File: config.mk
export PLATFORM = sky130hd
export DESIGN_NAME = fetch_stage
export DESIGN_NICKNAME = d
export VERILOG_FILES = /design/src/rtl/fetch_stage.sv
export SDC_FILE = /design/constraint.sdc
export NUM_CORES = 1
export LEC_CHECK = 0
export CORE_MARGIN = 1.5
export CORE_UTILIZATION = 35
export DETAILED_ROUTE_END_ITERATION = 8
export DONT_BUFFER_PORTS = 1
export GPL_ROUTABILITY_DRIVEN = 1
export PLACE_DENSITY_LB_ADDON = 0.12
export SETUP_SLACK_MARGIN = 0.15
export SLEW_MARGIN = 15
export SYNTH_ARGS = -nofsm -noshare
export SYNTH_HDL_FRONTEND = slang
export SYNTH_SLANG_ARGS = --single-unit
File: constraint.sdc
create_clock -name clk -period 4.85 [get_ports clk]
set_input_delay 1.2125 -clock clk [delete_from_list [all_inputs] [get_ports clk]]
set_output_delay 1.2125 -clock clk [all_outputs]
set_load 0.01 [all_outputs]
File: src/rtl/fetch_stage.sv
// Instruction fetch stage with IF/ID pipeline register: owns the PC, addresses the
// instruction ROM, and handles stall, redirect and the syscall halt/resume handshake.
module fetch_stage #(
  parameter logic [31:0] PC_RESET        = 32'h0000_0000,
  parameter int unsigned IMEM_ADDR_WIDTH = 10
) (
  input  logic                       clk,
  input  logic                       rst,
  input  logic                       stall,
  input  logic                       redirect,
  input  logic [31:0]                redirect_pc,
  input  logic                       halt,
  input  logic                       resume,
  output logic [IMEM_ADDR_WIDTH-1:0] imem_addr,
  input  logic [31:0]                imem_rdata,
  output logic                       id_valid,
  output logic [31:0]                id_pc,
  output logic [31:0]                id_pc4,
  output logic [31:0]                id_instr,
  output logic [5:0]                 op,
  output logic [5:0]                 funct,
  output logic [4:0]                 rs,
  output logic [4:0]                 rt,
  output logic [4:0]                 rd,
  output logic [4:0]                 shamt,
  output logic [15:0]                imm16,
  output logic                       halted,
  output logic [31:0]                fetch_count
);

  typedef enum logic {RUN, HALTED} state_t;

  state_t      state;
  logic [31:0] pc;

  always_ff @(posedge clk) begin
    if (rst) begin
      pc          <= PC_RESET;
      state       <= RUN;
      halted      <= 1'b0;
      id_valid    <= 1'b0;
      id_pc       <= '0;
      id_instr    <= '0;
      fetch_count <= '0;
    end else if (redirect) begin
      // Wins over halt: a syscall alongside a redirect is on the wrong path.
      pc       <= redirect_pc & ~32'h3;
      state    <= RUN;
      halted   <= 1'b0;
      id_valid <= 1'b0;
      id_instr <= '0;
    end else if (state == HALTED) begin
      id_valid <= 1'b0;
      id_instr <= '0;
      if (resume && !halt) begin
        state  <= RUN;
        halted <= 1'b0;
      end
    end else if (halt) begin
      state    <= HALTED;
      halted   <= 1'b1;
      id_valid <= 1'b0;
      id_instr <= '0;
    end else if (!stall) begin
      id_instr    <= imem_rdata;
      id_pc       <= pc;
      id_valid    <= 1'b1;
      pc          <= pc + 32'd4;
      fetch_count <= fetch_count + 32'd1;
    end
  end

  assign imem_addr = pc[IMEM_ADDR_WIDTH+1:2];
  assign id_pc4    = id_pc + 32'd4;
  assign op        = id_instr[31:26];
  assign rs        = id_instr[25:21];
  assign rt        = id_instr[20:16];
  assign rd        = id_instr[15:11];
  assign shamt     = id_instr[10:6];
  assign funct     = id_instr[5:0];
  assign imm16     = id_instr[15:0];

endmodule

# --- Yosys cells after proc, flatten, opt, wreduce, memory -nomap -nowiden ---
# Index checks and enable logic that the tools add are counted.
# Widths: inputs -> output; s select.
totals:
  reg_bits: 131
  latch_bits: 0
  mem_bits_rw: 0
  mem_bits_ro: 0
  in_bits: 70
  out_inout_bits: 188
  elab_cells: 38
  n_memories: 0
classes:
  n_addsub: 3
  mul: 0
  n_div: 0
  n_lt_le_gt_ge: 0
  n_eq_ne: 4
  n_shift: 0
  mux: 10
  bitwise: 4
  reduce_logical: 9
op_table:
  columns: ["cell", "n"]
  rows:
  - ["$mux 32", 4]
  - ["$add 32x3->32 const B", 2]
  - ["$add 32x1->32 const B", 1]
  - ["$mux 1", 6]
  - ["$reduce_and 3->1", 2]
  - ["$ne 2x1->1 const B", 2]
  - ["$ne 2x2->1 const B", 2]
  - ["$not 1->1", 4]
  - ["$reduce_and 4->1", 1]
  - ["$reduce_or 4->1", 1]
  - ["$reduce_and 2->1", 1]
  - ["$reduce_bool 2->1", 1]
  - ["$reduce_or 2->1", 1]
  - ["$logic_and 1x1->1", 1]
  - ["$logic_not 1->1", 1]

# --- Depth between registers and ports, before layout ---
logic_depth:
  word_depth: 5
  mapped_depth: 7
  mapped_depth_nobuf: 5

# --- Least setup slack after synthesis ---
# No wires, ideal clock.
synth_path:
  path_kind: "input port to flip-flop"
  from: "input stall"
  to: "register pc[30]"
  setup_ns: 0.062
  arrival_time_ns: 3.071
  required_time_ns: 4.788
  slack_ns: 1.717
  cell_stages: 5
  path_buffers: 1
  cell_sequence: "buf_2 or4b_1 or4_1 or4_1 nand3_1"
synth_between:
  elab_chain_cells: 2
synth_rtl:
  columns: ["element", "line_no", "rtl"]
  rows:
  - ["start, declared", "9", "input logic stall,"]
  - ["$ne 2x1->1 (no line)", null, null]
  - ["$reduce_and 3->1 (no line)", null, null]
  - ["end signal, assigned", "47", "pc <= redirect_pc & ~32'h3;"]
  - ["end signal, assigned", "68", "pc <= pc + 32'd4;"]
  - ["end, declared", "34", "logic [31:0] pc;"]
# No other way between the ends.
# A chain may end at the register's enable or synchronous reset.

# --- Worst setup path after layout ---
layout_path:
  from: "register id_pc[2]"
  to: "output id_pc4[20]"
layout_between:
  elab_chain_cells: 1
layout_rtl:
  columns: ["element", "line_no", "rtl"]
  rows:
  - ["start, declared", "17", "output logic [31:0] id_pc,"]
  - ["start signal, assigned", "66", "id_pc <= pc;"]
  - ["$add 32x3->32", "74", "assign id_pc4 = id_pc + 32'd4;"]
  - ["end, declared", "18", "output logic [31:0] id_pc4,"]
# No other way between the ends.

==> results.ini <==
[routing]
num_vias = 5509
top_layer = met4
wl_met2_um = 8560
via_per_inst = 5.64
met3WireLength_um = 1470
drc = 0
wl_um = 18900
wl_per_cell_um = 19.3
m1WireLength_um = 8450
drtIter0Drc = 336
antenna_left = 0
firstDrtPassIters = 5

[power_and_ir_drop]
ir_drop_mv = 0.226
leakagePower_nw = 2.32
totalPowerFinal_mw = 2.61
cellPowerDensity_mw_per_mm2 = 373

[cts]
cts.sinks = 127
cts_buffer_depth = 2
cts.htree.levels = 4
clock_latency_ns = 0.41
clkTransAtPathRegs_ns = 0.06
cts_tree = done
numCtsBuffers = 17
cts-resized-gates = 0
clockRootBuffer = clkbuf_16
cts_hold_buffers = 0
postCtsSetupBuffers = 0

[hold_path]
hp-start = pc[31]
holdPathStages = 2
whs_endpoint = id_pc[31]
hp-class = flop to flop

[layout]
nNetsFinal = 803
num-fill-cells = 1928
area_growth_pct = 4.76
drive_gt1_share_pct = 6.06
regArea_mm2 = 0.00254
diodes = 0
multi_input_area_mm2 = 0.00343

[sta]
tns_ns = 0
skew_ns = 0.00740
finalWorstSetupSlack_ns = 0.828
max_freq_ghz = 0.249
hold_viol_final = 0
tightest_slew_ns = 1.11
slew-limit-headroom_pct = 26.3
fin_crit_sh_pct = 82.9
fin_crit_ns = 4.02
maxSlewViolCount = 0
rsz0062_at_grt = no
setup_violations = 0

[setup_path]
r2r_slack_ns = 1.98
crit_required_ns = 3.64
r2r_cells = 4
cp-end-kind = primary output
rr_endpoint = fetch_count[28]
worstSetupPathType = flop to primary output
crit_path_start_kind = flop
critPathLaunch = id_pc[2]
worstPathMaxFanout = 7
rr_startpoint = state
arrival_ns = 2.81

[synthesis]
syn_inst = 816
ys_seq_elements = 127
synth_cell_types = 49
synth_top_area_share_pct = 38.1
netlist_top_cells_count = 127 x dfxtp_1, 90 x nand2_1, 83 x nor2_1, 62 x buf_4, 52 x a21oi_1
synth_area_mm2 = 0.00668
yosysWarnings = 0
yosysTopAreaCell = dfxtp_1
yosysSeqAreaShare_pct = 38.1
avgSynthCellArea_um2 = 8.19
ys_async_sr_fraction_pct = 0
yosysMostFrequentCell = dfxtp_1
synth_area_leaders = dfxtp_1 38%, buf_4 7.0%, nand2_1 5.1%, mux2i_1 4.9%, nor2_1 4.7%
ys.flop_type = dfxtp_1
synth_edf_count = 0

[die]
ioPinCount = 258
core_mm2 = 0.0187
die_h_um = 141
dieArea_mm2 = 0.0199
fp-row-count = 50
initial_utilization_pct = 35.7
die_x_um = 141

[place]
pre_cts_ws_ns = 1.18
io_buffers = 0
hpwl_um = 13500
globalplace.congestion = 0.813

[global_route]
grt_use_total_pct = 18.8
gr-total-overflow = 0
grt_start_max_net_pins = 106
antenna_found_initial = 0
grt_first_pass_wirelength_um = 29000
grt_pass1_vias = 5087

[run_status]
status = finished clean

[flow_run]
cap_violations = 0

-- where the power goes --
group / leakage, nW / switching (mW) / internal [mW]
Combinational: 0.992 / 0.0507 / 0.0461
Sequential: 1.03 / 0.0629 / 1.07
Clock: 0.295 / 0.487 / 0.891
Total: 2.32 / 0.600 / 2.01
-- critical path, cell delays in order (launching register included) --
cell     delay [ns]
dfxtp_1        0.49
ha_1           0.24
nand3_1        0.30
nor3_1         0.82
nand4_1        0.20
xnor2_1        0.33
-- worst max path at each step --
stage | to | slack, ns | cells past startpoint
CTS | id_pc4[20] | 0.77 | 5
global route | id_pc4[30] | 0.61 | 5
detailed placement | fetch_count[28] | 1.18 | 4
finish | id_pc4[20] | 0.83 | 5
global placement | fetch_count[30] | 1.24 | 4
floorplan | pc[30] | 1.72 | 5
-- state kept, by name (all words and copies together) (netlist names) --
name and flops:
fetch_count 32, id_instr 32, id_pc 30, pc 30, halted 1, id_valid 1, state 1
-- layer usage --
layer | vias to the layer above | GRT usage, %
li1 | 2661 | -
met1 | 2585 | 24.0
met2 | 238 | 29.1
met3 | 25 | 6.56
met4 | 0 | 7.13
met5 | - | 0
-- layout by cell type, fill, tap and decap left out, drive strengths merged, types with 2 or more instances in the layout --
master    instances
a2111oi          11
a211oi           11
a21oi            52
a311oi           11
and2              4
and3             13
and4             19
buf               2
bufinv            4
clkbuf           20
clkinv            2
clkinvlp          5
conb              4
dfxtp           127
ha                3
inv              23
mux2              4
mux2i            33
nand2            90
nand3            33
nand3b            3
nand4            27
nor2             83
nor2b            11
nor3             13
nor3b             3
nor4             15
nor4b             2
o21ai            13
o21bai            2
o31ai            11
or3              14
or4              17
or4b              3
xnor2            35
xor2             13
-- stage by stage --
stage                     hold slack, ns  instances  cell area, um^2  util [%]
final                              0.479        977             7000      37.4
after CTS                          0.475        977             7000      37.4
after floorplan                    0.445        819             6690         -
after global placement             0.469        945             6360      34.0
after detailed placement           0.468        945             6360      34.0
after global routing               0.512        977             7000      37.4
-- area by class of cell --
| cell class | instances | area share (%) |
|---|---|---|
| Inverter | 22 | 1.18 |
| Timing Repair Buffer | 2 | 0.215 |
| Sequential cell | 127 | 36.3 |
| Multi-Input combinational cell | 560 | 48.9 |
| Clock inverter | 12 | 2.63 |
| Clock buffer | 20 | 6.52 |
| Tap cell | 234 | 4.18 |
-- kinds of logic after synthesis --
| family | count (synthesis) | share of synthesized area [%] |
|---|---|---|
| AOI/OAI and AO/OA | 116 | 11.1 |
| other | 1 | 0.0561 |
| xor gates and xnor gates | 48 | 6.29 |
| adders and majority gates | 3 | 0.562 |
| buffers and inverters | 132 | 11.1 |
| and+or+nand+nor | 352 | 27.3 |
| muxes | 37 | 5.62 |
| DFF | 127 | 38.1 |
Power figures use the tool's default switching activity.
